==> config.mk <==
export PLATFORM = sky130hd
export DESIGN_NAME = perf_counter_bank_flat
export DESIGN_NICKNAME = d
export VERILOG_FILES = /design/src/rtl/perf_counter_bank_pkg.sv /design/src/rtl/perf_counter_bank_if.sv /design/src/rtl/perf_counter_bank_slice.sv /design/src/rtl/perf_counter_bank.sv /design/src/flat_wrapper.sv
export SDC_FILE = /design/constraint.sdc
export NUM_CORES = 1
export LEC_CHECK = 0
export CAP_MARGIN = 20
export CORE_MARGIN = 5
export CORE_UTILIZATION = 51
export DETAILED_ROUTE_END_ITERATION = 10
export PLACE_DENSITY_LB_ADDON = 0.15
export SYNTH_ARGS = -nofsm -noshare
export SYNTH_HDL_FRONTEND = slang
export SYNTH_SLANG_ARGS = --single-unit
export TNS_END_PERCENT = 5
==> constraint.sdc <==
create_clock -name clk -period 4.6 [get_ports clk]
set_input_delay 0.69 -clock clk [delete_from_list [all_inputs] [get_ports clk]]
set_output_delay 0.69 -clock clk [all_outputs]
set_load 0.02 [all_outputs]
==> src/rtl/perf_counter_bank_pkg.sv <==
// Shared constants and helpers for the VR16 performance counter bank.
package vr16_perf_pkg;

  localparam int MODE_WRAP = 0;
  localparam int MODE_SAT  = 1;

  localparam int N_CNT_DEF = 4;
  localparam int CNT_W_DEF = 16;

  localparam int N_CNT_MAX = 16;
  localparam int CNT_W_MIN = 2;
  localparam int CNT_W_MAX = 32;

  // Address bits needed to select one of v channels (0 for a single channel).
  function automatic int clog2(input int v);
    int r;
    r = 0;
    while ((1 << r) < v) r++;
    return r;
  endfunction

endpackage

==> src/rtl/perf_counter_bank_if.sv <==
// Read port of the counter bank: request (rd_en/rd_addr) and registered response.
interface perf_counter_bank_if #(
  parameter int ADDR_W = 2,
  parameter int CNT_W  = 16
);
  logic              rd_en;
  logic [ADDR_W-1:0] rd_addr;
  logic [CNT_W-1:0]  rd_data;
  logic              rd_valid;

  modport master (output rd_en, rd_addr, input rd_data, rd_valid);
  modport slave  (input rd_en, rd_addr, output rd_data, rd_valid);
endinterface

==> src/rtl/perf_counter_bank_slice.sv <==
// One counter channel: count register, sticky overflow, wrap/saturate arithmetic.
// Latency: cnt updates on the edge that samples inc; no backpressure.
module perf_counter_slice
  import vr16_perf_pkg::*;
#(
  parameter int CNT_W    = CNT_W_DEF,
  parameter int SAT_MODE = MODE_WRAP
) (
  input  logic             clk,
  input  logic             reset,
  input  logic             inc,
  input  logic             clr,
  input  logic             ovf_clr,
  output logic [CNT_W-1:0] cnt,
  output logic             ovf
);

  localparam logic [CNT_W-1:0] CNT_MAX = '1;
  localparam logic [CNT_W-1:0] AT_MAX_NEXT = (SAT_MODE == MODE_SAT) ? CNT_MAX : '0;

  logic at_max;
  logic ovf_set;

  assign at_max  = (cnt == CNT_MAX);
  // A cleared cycle swallows the event, so it can neither count nor overflow.
  assign ovf_set = inc & ~clr & at_max;

  always_ff @(posedge clk or posedge reset) begin
    if (reset) begin
      cnt <= '0;
      ovf <= 1'b0;
    end else begin
      if (clr) begin
        cnt <= '0;
      end else if (inc) begin
        cnt <= at_max ? AT_MAX_NEXT : cnt + CNT_W'(1);
      end
      ovf <= ovf_set | (ovf & ~ovf_clr);
    end
  end

endmodule

==> src/rtl/perf_counter_bank.sv <==
// Bank of N_CNT event counters: registered events, enable mask, freeze, registered read port.
// Optional overflow interrupt built when VR16_PERF_IRQ_EN is defined.
module perf_counter_bank
  import vr16_perf_pkg::*;
#(
  parameter int N_CNT    = N_CNT_DEF,
  parameter int CNT_W    = CNT_W_DEF,
  parameter int ADDR_W   = 2,
  parameter int SAT_MODE = MODE_WRAP
) (
  input  logic             clk,
  input  logic             reset,
  input  logic [N_CNT-1:0] evt,
  output logic [N_CNT-1:0] evt_q,
  input  logic             cfg_we,
  input  logic [N_CNT-1:0] cfg_en,
  input  logic [N_CNT-1:0] clr,
  input  logic             freeze,
  perf_counter_bank_if.slave rd,
  output logic [N_CNT-1:0] ovf,
  input  logic [N_CNT-1:0] ovf_clr
`ifdef VR16_PERF_IRQ_EN
  ,
  input  logic [N_CNT-1:0] irq_mask,
  output logic             irq
`endif
);

  if (N_CNT < 1 || N_CNT > N_CNT_MAX) begin : g_bad_n_cnt
    $error("perf_counter_bank: N_CNT out of range 1..16");
  end
  if (CNT_W < CNT_W_MIN || CNT_W > CNT_W_MAX) begin : g_bad_cnt_w
    $error("perf_counter_bank: CNT_W out of range 2..32");
  end
  if (ADDR_W < clog2(N_CNT)) begin : g_bad_addr_w
    $error("perf_counter_bank: ADDR_W too narrow for N_CNT");
  end

  logic [N_CNT-1:0] en;
  logic [N_CNT-1:0] inc;
  logic [CNT_W-1:0] cnt_arr [N_CNT];
  logic [CNT_W-1:0] rd_mux;

  always_ff @(posedge clk or posedge reset) begin
    if (reset) begin
      evt_q <= '0;
      en    <= '1;
    end else begin
      evt_q <= evt;
      if (cfg_we) en <= cfg_en;
    end
  end

  // Frozen cycles drop events outright; they are not held for later.
  assign inc = evt_q & en & {N_CNT{~freeze}};

  for (genvar i = 0; i < N_CNT; i++) begin : g_slice
    perf_counter_slice #(
      .CNT_W    (CNT_W),
      .SAT_MODE (SAT_MODE)
    ) u_slice (
      .clk     (clk),
      .reset   (reset),
      .inc     (inc[i]),
      .clr     (clr[i]),
      .ovf_clr (ovf_clr[i]),
      .cnt     (cnt_arr[i]),
      .ovf     (ovf[i])
    );
  end

  // Addresses past the last channel match nothing and read as zero.
  always_comb begin
    rd_mux = '0;
    for (int i = 0; i < N_CNT; i++) begin
      if (int'(rd.rd_addr) == i) rd_mux = cnt_arr[i];
    end
  end

  always_ff @(posedge clk or posedge reset) begin
    if (reset) begin
      rd.rd_data  <= '0;
      rd.rd_valid <= 1'b0;
    end else begin
      rd.rd_valid <= rd.rd_en;
      if (rd.rd_en) rd.rd_data <= rd_mux;
    end
  end

`ifdef VR16_PERF_IRQ_EN
  always_ff @(posedge clk or posedge reset) begin
    if (reset) irq <= 1'b0;
    else       irq <= |(ovf & irq_mask);
  end
`endif

endmodule

==> src/flat_wrapper.sv <==
// flat-port wrapper written by rule: the top's interface ports become plain ports
module perf_counter_bank_flat import vr16_perf_pkg::*;
#(
  parameter int N_CNT    = N_CNT_DEF,
  parameter int CNT_W    = CNT_W_DEF,
  parameter int ADDR_W   = 2,
  parameter int SAT_MODE = MODE_WRAP
)
  (clk, reset, evt, evt_q, cfg_we, cfg_en, clr, freeze, ovf, ovf_clr, rd_rd_en, rd_rd_addr, rd_rd_data, rd_rd_valid);
  perf_counter_bank_if #(.ADDR_W(ADDR_W), .CNT_W(CNT_W)) rd_i ();
  input  logic clk;
  input  logic reset;
  input  logic [N_CNT-1:0] evt;
  output logic [N_CNT-1:0] evt_q;
  input  logic cfg_we;
  input  logic [N_CNT-1:0] cfg_en;
  input  logic [N_CNT-1:0] clr;
  input  logic freeze;
  output logic [N_CNT-1:0] ovf;
  input  logic [N_CNT-1:0] ovf_clr;
  input wire logic [$bits(rd_i.rd_en)-1:0] rd_rd_en;
  input wire logic [$bits(rd_i.rd_addr)-1:0] rd_rd_addr;
  output wire logic [$bits(rd_i.rd_data)-1:0] rd_rd_data;
  output wire logic [$bits(rd_i.rd_valid)-1:0] rd_rd_valid;
  assign rd_i.rd_en = rd_rd_en;
  assign rd_i.rd_addr = rd_rd_addr;
  assign rd_rd_data = rd_i.rd_data;
  assign rd_rd_valid = rd_i.rd_valid;
  perf_counter_bank #(.N_CNT(N_CNT), .CNT_W(CNT_W), .ADDR_W(ADDR_W), .SAT_MODE(SAT_MODE)) u_core (.clk(clk), .reset(reset), .evt(evt), .evt_q(evt_q), .cfg_we(cfg_we), .cfg_en(cfg_en), .clr(clr), .freeze(freeze), .rd(rd_i), .ovf(ovf), .ovf_clr(ovf_clr));
endmodule
==> results_dict.tcl, run 1 <==
set metrics [dict create \
    cts_buffers 9 \
    ant_nets 0 \
    r2r_end "u_core.g_slice[0].u_slice.cnt[6]$_DFFE_PP0P_" \
    initial_core_util_pct 51.5 \
    drt_iter0_drc 253 \
    dpl_cell_area_sq_um 5420 \
    dominantRegCellSynth "dfrtp_1" \
    period_needed_ns 2.49 \
    antenna_cells 0 \
    drtPass1Iterations 4 \
    yosysWarnings 0 \
    grt_pass1_vias 3768 \
    hp-class "reg -> reg" \
    hpwl_mm 8.69 \
    synth_cell_type_count 56 \
    port_buffers 47 \
    status "finished, final reports clean" \
    met2RoutedLength_mm 5.54 \
    wl_met1_mm 5.15 \
    final_cell_area_sq_um 5710 \
    yosys_register_bits 93 \
    seq_area_frac_synth_pct 47.2 \
    synthCells 464 \
    r2r_start "u_core.en[0]$_DFFE_PP1P_" \
    drv_cap 0 \
    intPower_uw 1260 \
    path_clk_slew_ns 0.09 \
    peakVddDrop_mv 0.178 \
    grt_pass1_wl_mm 19.4 \
    nNetsFinal 526 \
    worst_slew_pin_slew_ns 0.753 \
    worstSetupPathType "in -> reg" \
    period_share_pct 54.1 \
    cts_tree "done" \
    p_sw_share_pct 22.5 \
    endpoint "u_core.g_slice[0].u_slice.cnt[6]$_DFFE_PP0P_" \
    routed.top_layer "met4" \
    synthTopCellsByArea "dfrtp_1, mux4_2, mux2_2, nand2_1, nand3_1" \
    p_comb_share_pct 7.0 \
    cts_hold_buf 0 \
    rsz0062_at_grt "false" \
    worstPathArrival_ns 2.78 \
    insertion_delay_ns 0.37 \
    netlist_area_sq_um 4940 \
    htreeDepth 3 \
    routed_via_density 5.99 \
    drive_gt1_share_pct 14.1 \
    fp.coreArea_sq_um 9590 \
    async_reset_ff_share_pct 100 \
    num_vias 3815 \
    wl_mm 11.7 \
    syn_to_final_growth_pct 15.5 \
    hold_violations 0 \
    overflow 0 \
    grt_usage_pct 21.5 \
    start_kind "input pin" \
    post_cts_resized 0 \
    wl_per_cell_um 18.3 \
    p_leak_uw 0.00235 \
    slew_viol_final 0 \
    switchingPower_uw 364 \
    max_freq_ghz 0.402 \
    drc_errors 0 \
    relSlewSlack_pct 49.7 \
    synth.avg_cell_area_sq_um 10.7 \
    antenna_found_initial 0 \
    critPathLaunch "freeze" \
    met3_length_um 657 \
    fin_worst_skew_ns 0.0110 \
    cp_max_fo 19 \
    synth_edf_count 0 \
    gp_congestion 0.936 \
    grt_max_degree 40 \
    pwr-share-clk_pct 41.2 \
    nFillCells 799 \
    dieHeight_um 108 \
    synth_top_area_cell "dfrtp_1" \
    finalSetupViolCount 0 \
    cts_buffer_depth 2 \
    post_cts_buffers 0 \
    worstSetupEndpointType "flop" \
    die_area_sq_um 11800 \
    crit_required_ns 4.89 \
    cts.sink_count 93 \
    r2r_cells 5 \
    cts_root_buffer "clkbuf_8" \
    power_frac_seq_pct 51.8 \
    ios 48 \
    synth_nets 491 \
    row_count 36 \
    p_per_area_nw_per_um2 284 \
    regToRegSetupSlack_ns 2.52 \
    finalSetupTns_ns 0 \
    synth_top_area_share_pct 45.1 \
    die_w_um 108 \
]
[flip-flops by register name, summed over array words and instances (netlist names)]
name / count
u_core.g_slice.u_slice.cnt: 64
u_core.rd.rd_data: 16
u_core.en: 4
u_core.evt_q: 4
u_core.g_slice.u_slice.ovf: 4
u_core.rd.rd_valid: 1
[power groups by stage]
stage	logic (uW)	registers (uW)	clock network, uW
after floorplan	68.3	856	0
final	114	838	667
after global routing	125	840	714
after global placement	110	854	0
after CTS	112	839	681
after detailed placement	111	855	0
[placed cells by master, fill, tap and decap left out, types with 15 or more instances in the layout]
master           netlist  routed
dfrtp_1               89      89
clkdlybuf4s50_1        0      47
nand2_1               41      41
nand3_1               30      30
nor2_1                30      30
mux2_2                22      22
o21ai_0               20      20
a31oi_1               20      20
nand4_1               19      19
a21oi_1               19      19
and3_1                15      15
xor2_1                15      15
mux4_2                15      15
[stage by stage]
stage	instances	setup slack [ns]	hold slack, ns	power (uW)	utilization, %
2_1_floorplan	464	1.50	0.466	924	-
3_3_place_gp	618	1.70	0.491	964	56.5
3_5_place_dp	618	1.66	0.499	966	56.5
4_1_cts	634	2.07	0.521	1630	59.0
5_1_grt	637	1.93	0.549	1680	59.5
6_report	637	2.11	0.515	1620	59.5
[how the worst min path moves through the flow]
stage                                                        from                                            end  slack (ns)  cells past startpoint
global route                    u_core.rd.rd_data[15]$_DFFE_PP0P_              u_core.rd.rd_data[15]$_DFFE_PP0P_        0.55                      1
CTS                             u_core.rd.rd_data[15]$_DFFE_PP0P_              u_core.rd.rd_data[15]$_DFFE_PP0P_        0.52                      1
floorplan           u_core.g_slice[2].u_slice.cnt[11]$_DFFE_PP0P_  u_core.g_slice[2].u_slice.cnt[11]$_DFFE_PP0P_        0.47                      1
detailed placement              u_core.rd.rd_data[15]$_DFFE_PP0P_              u_core.rd.rd_data[15]$_DFFE_PP0P_        0.50                      1
finish                          u_core.rd.rd_data[15]$_DFFE_PP0P_              u_core.rd.rd_data[15]$_DFFE_PP0P_        0.51                      1
global placement                u_core.rd.rd_data[14]$_DFFE_PP0P_              u_core.rd.rd_data[14]$_DFFE_PP0P_        0.49                      1
[routing by layer]
| layer | vias to the layer above | track usage, % |
|---|---|---|
| li1 | 1800 | - |
| met1 | 1902 | 29.5 |
| met2 | 92 | 33.4 |
| met3 | 21 | 4.18 |
| met4 | 0 | 9.38 |
| met5 | - | 0 |
[worst max-delay path, cell delays in order]
cell             delay (ns)
clkdlybuf4s50_1        0.49
nand3b_1               0.38
nor2_1                 0.22
o31a_1                 0.59
nand3_1                0.21
o22ai_1                0.19
[cell usage after synthesis, drive strengths merged (2+ instances only)]
cell type   n
a211oi      2
a21o        2
a21oi      20
a22o        7
a31oi      20
a41oi       4
and2        3
and3       15
and3b       3
and4        5
buf        17
clkbuf     11
dfrtp      89
dfstp       4
ha          4
inv        10
mux2       22
mux4       16
nand2      41
nand2b      8
nand3      31
nand3b      3
nand4      19
nor2       30
nor2b       2
nor3        6
nor4        2
o21ai      22
o22ai       2
o31a        2
o31ai       5
o32ai       4
or3         5
xnor2       4
xor2       15
[layout make-up]
cell class / instances / area (sq um) / area share (%)
Clock buffer: 12 / 145 / 2.54
Timing Repair Buffer: 52 / 532 / 9.31
Clock inverter: 4 / 95.1 / 1.67
Multi-Input combinational cell: 333 / 2400 / 42.0
Inverter: 10 / 38.8 / 0.679
Sequential cell: 93 / 2330 / 40.8
Tap cell: 133 / 166 / 2.91
[cells by family (layout without fill, tap and decap cells)]
logic type | Yosys count | count (layout) | synth area share, %
AND/OR/NAND/NOR | 177 | 177 | 19.1
adder cells (fa/ha/maj) | 4 | 4 | 1.01
buffers and inverters | 38 | 78 | 4.23
flip-flops | 93 | 93 | 47.2
multiplexers | 39 | 39 | 12.6
XOR/XNOR | 19 | 19 | 3.37
AO/OA/AOI/OAI | 94 | 94 | 12.5
No activity file was read; power rests on OpenSTA's default activity.
==> run 2: changes to the inputs <==
- clock period: 4.6 -> 2.33 ns (I/O delays scaled with it)
==> run 2 against run 1 <==
Against the previous run: final cell count grew 1.6%; sequential share of layout area shrank 0.56 points; critical path depth shrank 1; sequential power grew 97%; design area grew 1.4%; non-clock buffer count grew 10; via count grew 2.3%; register-to-register slack lost 2.1 ns; power grew 97%; count of clock-buffer cells in the layout is the same; global-route usage shrank 0.67 points; combinational power grew 110%; largest power group unchanged.
==> results_dict.tcl, run 2 (same netlist as run 1, synthesis figures left out) <==
set metrics [dict create \
    crit_required_ns 2.59 \
    initial_core_util_pct 51.5 \
    status "finished, final reports clean" \
    nNetsFinal 536 \
    r2r_cells 5 \
    die_w_um 108 \
    drtPass1Iterations 4 \
    layout.cells.most_common "dfrtp_1" \
    switchingPower_uw 704 \
    relSlewSlack_pct 66.9 \
    gp_congestion 0.917 \
    grt_pass1_wl_mm 19.0 \
    p_comb_share_pct 7.4 \
    cts_buffers 9 \
    nFillCells 799 \
    power_frac_seq_pct 51.8 \
    start_kind "flop" \
    period_needed_ns 1.87 \
    antenna_found_initial 0 \
    fin_worst_skew_ns 0.0147 \
    drt_iter0_drc 301 \
    holdPathStages 1 \
    fp.coreArea_sq_um 9590 \
    intPower_uw 2490 \
    most-common-layout-cells "dfrtp_1, clkdlybuf4s50_1, nand2_1, nand3_1, nor2_1" \
    ios 48 \
    max_freq_ghz 0.534 \
    drive_gt1_share_pct 15.8 \
    hold_violations 0 \
    wl_per_cell_um 18.1 \
    worstSetupEndpointType "flop" \
    p_per_area_nw_per_um2 551 \
    post_cts_resized 0 \
    htreeDepth 3 \
    largest_reg_flops 64 \
    cts_hold_buf 0 \
    insertion_delay_ns 0.36 \
    antenna_cells 0 \
    p_sw_share_pct 22.0 \
    syn_to_final_growth_pct 17.1 \
    slew_viol_final 0 \
    finalSetupTns_ns 0 \
    rsz0062_at_grt "false" \
    finalSetupViolCount 0 \
    worst_slew_pin_slew_ns 0.492 \
    cp_max_fo 6 \
    port_buffers 47 \
    grt_usage_pct 20.8 \
    period_share_pct 80.3 \
    dp_cells 631 \
    stdcell_count 647 \
    worstPathArrival_ns 2.14 \
    wl_mm 11.7 \
    num_vias 3901 \
    biggestRegsByFlops "u_core.g_slice.u_slice.cnt: 64 flops, u_core.rd.rd_data: 16 flops" \
    post_cts_buffers 0 \
    pwr-share-clk_pct 40.8 \
    drc_errors 0 \
    cts_tree "done" \
    hpwl_mm 8.59 \
    grt_max_degree 94 \
    path_clk_slew_ns 0.10 \
    p_leak_uw 0.00240 \
    overflow 0 \
    dieHeight_um 108 \
    peakVddDrop_mv 0.320 \
    routed_via_density 6.03 \
    worstSetupPathType "reg -> reg" \
    drv_cap 0 \
    row_count 36 \
    regMostFlops "u_core.g_slice.u_slice.cnt" \
    grt_pass1_vias 3787 \
    hp-class "in -> reg" \
    cts_buffer_depth 2 \
    cts_root_buffer "clkbuf_8" \
    ant_nets 0 \
    whs_ns 0.421 \
    cts.sink_count 93 \
    die_area_sq_um 11800 \
]
==> run 2: worst paths after layout <==
check / from / endpoint / slack (ns)
max: u_core.g_slice[0].u_slice.cnt[0]$_DFFE_PP0P_ / u_core.g_slice[0].u_slice.ovf$_DFF_PP0_ / 0.46
min: evt[0] / u_core.evt_q[0]$_DFF_PP0_ / 0.42
max reg2reg: u_core.g_slice[0].u_slice.cnt[0]$_DFFE_PP0P_ / u_core.g_slice[0].u_slice.ovf$_DFF_PP0_ / 0.46
min reg2reg: u_core.rd.rd_data[4]$_DFFE_PP0P_ / u_core.rd.rd_data[4]$_DFFE_PP0P_ / 0.51
max in group asynchronous: reset / u_core.g_slice[3].u_slice.cnt[5]$_DFFE_PP0P_ / 1.47
min in group asynchronous: reset / u_core.g_slice[1].u_slice.ovf$_DFF_PP0_ / 0.46
==> run 2: stage by stage <==
step,total power [uW],utilization (%),cell area (sq um),worst slack (ns)
2_1_floorplan,1820,-,4950,0.519
3_3_place_gp,1920,57.8,5550,0.208
3_5_place_dp,1930,57.8,5550,0.130
4_1_cts,3230,60.3,5790,0.468
5_1_grt,3320,60.3,5790,0.311
6_report,3190,60.3,5790,0.458
==> run 2: critical path, cell delays in order (launching register included) <==
cell and delay, ns:
dfrtp_1 0.45, ha_1 0.29, inv_1 0.10, nor4_2 0.50, nand2_1 0.16, o32ai_1 0.28
==> run 2: metal layers <==
layer / wire length [um] / global-route usage, % / share of wire, %
met2: 5430 / 31.3 / 46
met5: 0 / 0 / 0
met3: 518 / 2.69 / 4.4
met1: 5320 / 29.5 / 46
met4: 416 / 10.9 / 3.6
==> run 2: final cells by class <==
cell class              instances  area [sq um]  share of cell area, %
well taps                     133           166                   2.87
multi-input cells             333          2400                   41.5
clock inverters                 4          95.1                   1.64
flip-flops and latches         93          2330                   40.3
inverters                      10          41.3                  0.713
repair buffers                 62           608                   10.5
clock buffers                  12           145                   2.51
==> run 2: power by group through the flow <==
stage	Combinational, uW	Clock [uW]	Sequential (uW)
after floorplan	135	0	1690
after global placement	236	0	1690
after detailed placement	241	0	1690
after CTS	241	1330	1650
after global routing	261	1400	1660
final	237	1300	1650
